[config.mk]
export PLATFORM = sky130hd
export DESIGN_NAME = sdcntr_ld
export DESIGN_NICKNAME = d
export VERILOG_FILES = /design/src/rtl/sdcntr_pkg.sv /design/src/rtl/sdcntr_generic.sv /design/src/rtl/sdcntr_ld.sv
export SDC_FILE = /design/constraint.sdc
export NUM_CORES = 1
export LEC_CHECK = 0
export CORE_ASPECT_RATIO = 0.8
export CORE_MARGIN = 8
export CORE_UTILIZATION = 48
export DETAILED_ROUTE_END_ITERATION = 7
export PLACE_DENSITY = 0.81
export RECOVER_POWER = 100
export SLEW_MARGIN = 20
export SYNTH_ARGS = -nofsm -noshare
export SYNTH_HDL_FRONTEND = slang
export SYNTH_HIERARCHICAL = 1
export SYNTH_SLANG_ARGS = --single-unit
[constraint.sdc]
create_clock -name CLK -period 1.8 [get_ports CLK]
set_input_delay 0.27 -clock CLK [delete_from_list [all_inputs] [get_ports CLK]]
set_output_delay 0.27 -clock CLK [all_outputs]
set_load 0.005 [all_outputs]
[src/rtl/sdcntr_pkg.sv]
// Shared constants for the sdcntr family of datapath counters.
// Terminal-count mode encodings and default-width helper values.
package sdcntr_pkg;

    localparam logic [1:0] MODE_WRAP    = 2'b00;
    localparam logic [1:0] MODE_RELOAD  = 2'b01;
    localparam logic [1:0] MODE_ONESHOT = 2'b10;

    localparam int unsigned DEF_N = 8;

    localparam logic [DEF_N-1:0] CNT_ZERO = '0;
    localparam logic [DEF_N-1:0] CNT_ONES = '1;

endpackage

[src/rtl/sdcntr_generic.sv]
// Loadable down-counter core: count, reload and one-shot state plus next-state logic.
// Borrow-out and zero flag are combinational from state so stages can cascade.
module sdcntr_generic
    import sdcntr_pkg::*;
#(
    parameter int unsigned N = 8
) (
    input  logic         clk,
    input  logic         clr,
    input  logic         ld,
    input  logic [N-1:0] d,
    input  logic         en,
    input  logic         bin,
    input  logic [1:0]   mode,
    output logic [N-1:0] q,
    output logic         zero,
    output logic         bout,
    output logic         tc
);

    logic [N-1:0] q_q, q_d;
    logic [N-1:0] rv_q, rv_d;
    logic         os_done_q, os_done_d;
    logic         tc_q, tc_d;
    logic         ce;
    logic         q_is_zero;

    assign q_is_zero = (q_q == '0);
    assign ce        = en & bin & ~ld;

    always_ff @(posedge clk or negedge clr) begin
        if (!clr) begin
            q_q       <= '0;
            rv_q      <= '0;
            os_done_q <= 1'b0;
            tc_q      <= 1'b0;
        end else begin
            q_q       <= q_d;
            rv_q      <= rv_d;
            os_done_q <= os_done_d;
            tc_q      <= tc_d;
        end
    end

    always_comb begin
        q_d       = q_q;
        rv_d      = rv_q;
        os_done_d = os_done_q;
        tc_d      = 1'b0;
        if (ld) begin
            q_d       = d;
            rv_d      = d;
            os_done_d = 1'b0;
        end else if (ce && !q_is_zero) begin
            q_d = q_q - 1'b1;
        end else if (ce) begin
            // Borrow event: mode only matters here, so mid-count MODE changes are harmless.
            case (mode)
                MODE_RELOAD: begin
                    q_d  = rv_q;
                    tc_d = 1'b1;
                end
                MODE_ONESHOT: begin
                    q_d       = '0;
                    tc_d      = ~os_done_q;
                    os_done_d = 1'b1;
                end
                default: begin
                    q_d  = '1;
                    tc_d = 1'b1;
                end
            endcase
        end
    end

    assign q    = q_q;
    assign zero = q_is_zero;
    assign bout = en & bin & q_is_zero;
    assign tc   = tc_q;

endmodule

[src/rtl/sdcntr_ld.sv]
// Datapath-level wrapper for the loadable down counter.
// Placement and timing parameters are carried for back-annotation only; the logic is zero-delay.
module sdcntr_ld
    import sdcntr_pkg::*;
#(
    parameter int unsigned N        = 8,
    parameter int unsigned DPFLAG   = 1,
    parameter string       GROUP    = "dpath1",
    parameter int unsigned d_BOUT_r = 1,
    parameter int unsigned d_BOUT_f = 1,
    parameter int unsigned d_TC     = 1,
    parameter int unsigned d_Q      = 1
) (
    input  logic         CLK,
    input  logic         CLR,
    input  logic         LD,
    input  logic [N-1:0] D,
    input  logic         EN,
    input  logic         BIN,
    input  logic [1:0]   MODE,
    output logic [N-1:0] Q,
    output logic         ZERO,
    output logic         BOUT,
    output logic         TC
);

    localparam int unsigned DelaySum = d_BOUT_r + d_BOUT_f + d_TC + d_Q + DPFLAG;

    if (N == 0 || DelaySum > 32'h0000_ffff || GROUP == "") begin : g_bad_params
        $error("sdcntr_ld: invalid parameter set");
    end

    logic [N-1:0] d_in;
    logic         ld_in, en_in, bin_in;
    logic [1:0]   mode_in;
    logic [N-1:0] q_out;
    logic         zero_out, bout_out, tc_out;

    assign ld_in   = LD;
    assign d_in    = D;
    assign en_in   = EN;
    assign bin_in  = BIN;
    assign mode_in = MODE;

    sdcntr_generic #(
        .N (N)
    ) u_core (
        .clk  (CLK),
        .clr  (CLR),
        .ld   (ld_in),
        .d    (d_in),
        .en   (en_in),
        .bin  (bin_in),
        .mode (mode_in),
        .q    (q_out),
        .zero (zero_out),
        .bout (bout_out),
        .tc   (tc_out)
    );

    assign Q    = q_out;
    assign ZERO = zero_out;
    assign BOUT = bout_out;
    assign TC   = tc_out;

endmodule
Yosys cells after proc, flatten, opt, wreduce, memory -nomap -nowiden
Index checks and enable logic that the tools add are counted.
{"block": "totals", "n_memories": 0, "rom_bits": 0, "input_bits": 15, "ramBits": 0, "latch_bits": 0, "wordCells": 32, "ff_bits": 18}
{"block": "classes", "n_bitwise": 5, "magnitude_cmp": 0, "n_div": 0, "n_shift": 0, "addsub": 1, "eq_ne": 3, "mul": 0, "n_mux": 12, "n_reduce_logical": 7}
{"operator": "$mux 8", "count": 3}
{"operator": "$pmux 8 s2", "count": 1}
{"operator": "$logic_not 8->1", "count": 1}
{"operator": "$mux 1", "count": 8}
{"operator": "$sub 8x1->8 const B", "count": 1}
{"operator": "$reduce_bool 2->1", "count": 2}
{"operator": "$and 1x1->1", "count": 3}
{"operator": "$reduce_and 3->1", "count": 1}
{"operator": "$reduce_bool 3->1", "count": 1}
{"operator": "$eq 2x1->1 const B", "count": 1}
{"operator": "$eq 2x2->1 const B", "count": 1}
{"operator": "$ne 2x2->1 const B", "count": 1}
{"operator": "$not 1->1", "count": 2}
{"operator": "$logic_and 1x1->1", "count": 1}
{"operator": "$logic_not 1->1", "count": 1}

Longest topological paths before layout
{"block": "logic_depth", "depth_word": 5, "depth_mapped": 7, "ltp_nobuf": 7}

Least setup slack after synthesis
Ideal clock, no wire load.
{"block": "synth_path", "path_kind": "register to register", "start": "register u_core.q_q[0] (netlist: u_core/q[0])", "end": "register u_core.q_q[1] (netlist: u_core/q[1])", "arrival_time_ps": 1555, "setup_slack_ps": 169, "period_less_slack_ps": 1631, "required_time_ps": 1724, "setup_time_ps": 76, "path_stages_with_launch": 8, "path_buffers": 0, "path_cell_list": "dfrtp_1 inv_1 ha_1 nor3b_2 nand2_4 clkinv_2 mux2_1 o21ai_1"}
{"block": "synth_via", "elab_chain_len": 5}
{"element": "from (decl)", "line": "sdcntr_generic.sv:21", "source": "logic [N-1:0] q_q, q_d;"}
{"element": "from (signal assigned)", "line": "sdcntr_generic.sv:38", "source": "q_q <= q_d;"}
{"element": "$logic_not 8->1 *", "line": "sdcntr_generic.sv:28", "source": "assign q_is_zero = (q_q == '0);"}
{"element": "named net ZERO", "line": "sdcntr_ld.sv:22", "source": "output logic ZERO,"}
{"element": "$logic_not 1->1 *", "line": "sdcntr_generic.sv:54", "source": "end else if (ce && !q_is_zero) begin"}
{"element": "$logic_and 1x1->1 *", "line": "sdcntr_generic.sv:54"}
{"element": "$mux 8", "line": "sdcntr_generic.sv:54"}
{"element": "$mux 8", "line": "sdcntr_generic.sv:50", "source": "if (ld) begin"}
The timed path passes the listed nets; every way through them passes the cells marked *.
A chain may end at the register's enable or synchronous reset.

Worst setup path after layout
{"block": "layout_path", "start": "register u_core.q_q[3] (netlist: u_core/q[3])", "end": "output port BOUT"}
{"block": "layout_via", "elab_chain_len": 2}
{"element": "$logic_not 8->1", "line": "sdcntr_generic.sv:28"}
{"element": "$and 1x1->1", "line": "sdcntr_generic.sv:78", "source": "assign bout = en & bin & q_is_zero;"}
{"element": "to (decl)", "line": "sdcntr_ld.sv:23", "source": "output logic BOUT,"}
No other way between the ends.

==> impl_metrics.prom <==
# TYPE chip_impl_metric gauge
chip_impl_metric{name="layout_setup_ws",unit="ns"} 0.0865
chip_impl_info{name="buffer_cell_driving_the_clock_tree_root",value="clkbuf_4"} 1
chip_impl_metric{name="final_hold_violation_count",unit=""} 0
chip_impl_metric{name="rows",unit=""} 15
chip_impl_metric{name="yosys.area_share.xor_xnor",unit="%"} 2.47
chip_impl_metric{name="max-clock-path-buffers",unit=""} 2
chip_impl_metric{name="clock_latency",unit="ns"} 0.30
chip_impl_metric{name="die_area",unit="mm2"} 0.00399
chip_impl_metric{name="ys_seq_elements",unit=""} 18
chip_impl_metric{name="synth_top_area_share",unit="%"} 42.4
chip_impl_metric{name="timing.final.max_slew_violations",unit=""} 0
chip_impl_metric{name="number_of_i_o_pins",unit=""} 26
chip_impl_metric{name="clock_tree.htree_level_count",unit=""} 1
chip_impl_metric{name="yosys_synthesis_warning_count",unit=""} 6
chip_impl_metric{name="first_global_vias",unit=""} 1041
chip_impl_metric{name="num_antenna_cells",unit=""} 0
chip_impl_info{name="startpoint_type",value="flip-flop"} 1
chip_impl_metric{name="post-dp-hpwl",unit="mm"} 2.50
chip_impl_info{name="run_status",value="completed"} 1
chip_impl_metric{name="area_growth_syn_to_layout",unit="%"} 44.8
chip_impl_metric{name="final_min_period_over_clock_period",unit="%"} 95.2
chip_impl_metric{name="max_freq",unit="MHz"} 584
chip_impl_metric{name="x_dimension_of_the_die",unit="um"} 68.6
chip_impl_info{name="timing.critical_path.to_type",value="output pin"} 1
chip_impl_metric{name="port_buffers",unit=""} 25
chip_impl_metric{name="grt_util_met2",unit="%"} 27.5
chip_impl_metric{name="setup-violations-final",unit=""} 0
chip_impl_metric{name="synth_edf_count",unit=""} 0
chip_impl_metric{name="post_synth.cell_area_avg",unit="um2"} 10.4
chip_impl_info{name="final_cell_mix",value="20 x clkdlybuf4s50_1, 18 x buf_4, 18 x dfrtp_1"} 1
chip_impl_metric{name="fin_worst_skew",unit="ns"} 0.000357
chip_impl_info{name="tritoncts",value="yes"} 1
chip_impl_metric{name="drt_iter0_drc",unit=""} 76
chip_impl_metric{name="worst_path_largest_cell_delay",unit="ns"} 0.44
chip_impl_metric{name="yosysSeqAreaShare",unit="%"} 42.4
chip_impl_metric{name="grtUsageMet1",unit="%"} 19.1
chip_impl_metric{name="critical_path_arrival",unit="ns"} 1.44
chip_impl_metric{name="synth.net_count",unit=""} 119
chip_impl_metric{name="antenna_found_initial",unit=""} 0
chip_impl_metric{name="irDropWorstVdd",unit="uV"} 622
chip_impl_metric{name="preCtsSetupSlack",unit="ns"} -0.0449
chip_impl_metric{name="wire_length_reported_by_the_detailed_router",unit="mm"} 3.20
chip_impl_metric{name="total_of_max_cap_violations",unit=""} 0
chip_impl_metric{name="gp_congestion",unit=""} 0.894
chip_impl_metric{name="grt_pass1_wl",unit="mm"} 5.06
chip_impl_metric{name="leakage",unit="nW"} 0.678
chip_impl_metric{name="final_core_util",unit="%"} 72.6
chip_impl_metric{name="syn-instance-count",unit=""} 102
chip_impl_metric{name="period_needed",unit="ns"} 1.71
chip_impl_metric{name="core-area",unit="mm2"} 0.00212
chip_impl_info{name="gr-max-usage-layer",value="met2"} 1
chip_impl_metric{name="synth_compound_area_share",unit="%"} 22.6
chip_impl_info{name="rsz0062_at_grt",value="yes"} 1
chip_impl_metric{name="synth.distinct_cells",unit=""} 40
chip_impl_metric{name="num-nets-final",unit=""} 167
chip_impl_metric{name="ys_async_sr_fraction",unit="%"} 100
chip_impl_metric{name="vias",unit=""} 1053
chip_impl_metric{name="fin_worst_hold_slack",unit="ns"} 0.469
chip_impl_info{name="layout_commonest_cell",value="clkdlybuf4s50_1"} 1
chip_impl_metric{name="area.sequential",unit="um2"} 450
chip_impl_metric{name="clock_sinks",unit=""} 18
chip_impl_metric{name="area_share_of_and_or_nand_nor_cells_after_synthesis",unit="%"} 14.4
chip_impl_metric{name="drt_pre_antenna_iters",unit=""} 6
chip_impl_metric{name="drc_errors",unit=""} 0
chip_impl_metric{name="groute.usage.overall",unit="%"} 17.3
chip_impl_info{name="synth_ff_type",value="dfrtp_1"} 1
chip_impl_info{name="critical_path.cell_chain",value="nor4_4 -> nand2_4 -> nor2_2 -> buf_2"} 1
chip_impl_metric{name="grt_start_max_net_pins",unit=""} 25
chip_impl_metric{name="powerDensity",unit="mW/mm2"} 716
chip_impl_metric{name="syn-cell-area",unit="mm2"} 0.00106
chip_impl_metric{name="viasPerCell",unit=""} 6.05
chip_impl_info{name="worst_hold_path_type",value="flip-flop to flip-flop"} 1
chip_impl_metric{name="fin_tns_setup",unit="ns"} 0
chip_impl_metric{name="globalRouteOverflowTotal",unit=""} 0
chip_impl_metric{name="worst_max_slew_pin_slew",unit="ns"} 0.926
chip_impl_metric{name="adder_and_majority_cell_fraction_of_the_synthesized_area",unit="%"} 2.35
chip_impl_metric{name="worst_setup_hold_path_clk_slew",unit="ns"} 0.10
chip_impl_metric{name="detail_route.wl_per_cell",unit="um"} 18.4
chip_impl_metric{name="critical_path_peak_fanout",unit=""} 3
chip_impl_metric{name="met3_usage",unit="%"} 6.54
chip_impl_metric{name="tightest_slew_margin_relative_to_the_limit",unit="%"} 38.2
chip_impl_info{name="critical_path.slowest_cell",value="dfrtp_1"} 1
chip_impl_metric{name="layout-drive-gt1-share",unit="%"} 33.6
chip_impl_metric{name="fillCellCount",unit=""} 167
chip_impl_info{name="yosysTopAreaCell",value="dfrtp_1"} 1
chip_impl_metric{name="cts-buffers-inserted",unit=""} 3
chip_impl_info{name="critical_path_class",value="flip-flop to output pin"} 1
chip_impl_info{name="synth_top_cells_by_area",value="dfrtp_1 42%, mux2_2 8.5%, a21oi_1 3.8%"} 1
chip_impl_info{name="dominant_combinational_cell_family_by_area_after_synthesis",value="compound AO/OA/AOI/OAI gates"} 1
chip_impl_metric{name="crit_required",unit="ns"} 1.53
chip_impl_metric{name="start_util",unit="%"} 50.1
chip_impl_metric{name="dieHeight",unit="um"} 58.1
chip_impl_metric{name="report.power.total",unit="mW"} 1.10
chip_impl_metric{name="drt.antenna.violating_nets",unit=""} 0
chip_impl_metric{name="multi_input_area",unit="um2"} 614
chip_impl_metric{name="synthMuxAreaShare",unit="%"} 13.3
[routing by layer]
| metal | wire length, um | up-vias |
|---|---|---|
| li1 | - | 478 |
| met1 | 1180 | 505 |
| met2 | 1620 | 62 |
| met3 | 308 | 8 |
| met4 | 95 | 0 |
| met5 | 0 | - |
[repair_timing]
action	CTS	global route
pin swaps	1	1
gates resized for setup	13	4
endpoints found under the setup margin	2	3
hold buffers	0	0
buffers inserted	2	0
[cells by family (layout without fill, tap and decap cells)]
family,after synthesis,count (layout)
muxes,12,12
AOI/OAI and AO/OA,36,36
and+or+nand+nor,24,24
DFF,18,18
xor gates and xnor gates,3,3
adders and majority gates,2,2
buffers and inverters,7,54
[Yosys cell counts, drive strengths merged (2+ instances only)]
| master | instances |
|---|---|
| dfrtp | 18 |
| mux2 | 11 |
| a21oi | 8 |
| nor2 | 8 |
| o21ai | 8 |
| a31oi | 5 |
| inv | 4 |
| a22oi | 3 |
| nand2 | 3 |
| nand2b | 3 |
| o211ai | 3 |
| clkbuf | 2 |
| ha | 2 |
| nor3 | 2 |
| nor3b | 2 |
| xnor2 | 2 |
[final cells by class]
type	count	share of cell area [%]
well taps	25	2.03
flip-flops and latches	18	29.2
multi-input cells	77	39.9
inverters	5	1.54
repair buffers	45	24.9
clock buffers	4	2.36
[report_power, final]
part	internal (mW)	switching, mW	total, mW
clock network	0.124	0.126	0.249
registers	0.443	0.0293	0.472
logic	0.211	0.171	0.382
[worst max-delay path: cells and delay by family, from the launching register on]
kind,cells,cell delay (ns)
buffers and inverters,1,0.11
AND/OR/NAND/NOR,3,0.60
flip-flops,1,0.44
[stage by stage]
stage | std cells | cell area, um2
global placement | 168 | 1490
finish | 174 | 1540
global route | 174 | 1540
detailed placement | 168 | 1490
CTS | 174 | 1560
floorplan | 102 | 1060
[sequential cells by signal (all words and copies together) (netlist names)]
name              flops
u_core/tc             1
u_core/q              8
u_core/os_done_q      1
u_core/rv_q           8
[final timing paths]
path                                              start                           end  slack (ns)  depth (start not counted)
setup / recovery                u_core/q[3]$_DFFE_PN0P_                          BOUT        0.09                          4
hold / removal             u_core/os_done_q$_DFFE_PN0P_           u_core/tc$_DFF_PN0_        0.47                          1
setup reg to reg                u_core/q[3]$_DFFE_PN0P_       u_core/q[1]$_DFFE_PN0P_        0.10                          6
hold reg to reg            u_core/os_done_q$_DFFE_PN0P_           u_core/tc$_DFF_PN0_        0.47                          1
max in group asynchronous                           CLR       u_core/q[5]$_DFFE_PN0P_        0.63                          2
min in group asynchronous                           CLR  u_core/os_done_q$_DFFE_PN0P_        0.61                          2
Power figures use the tool's default switching activity.
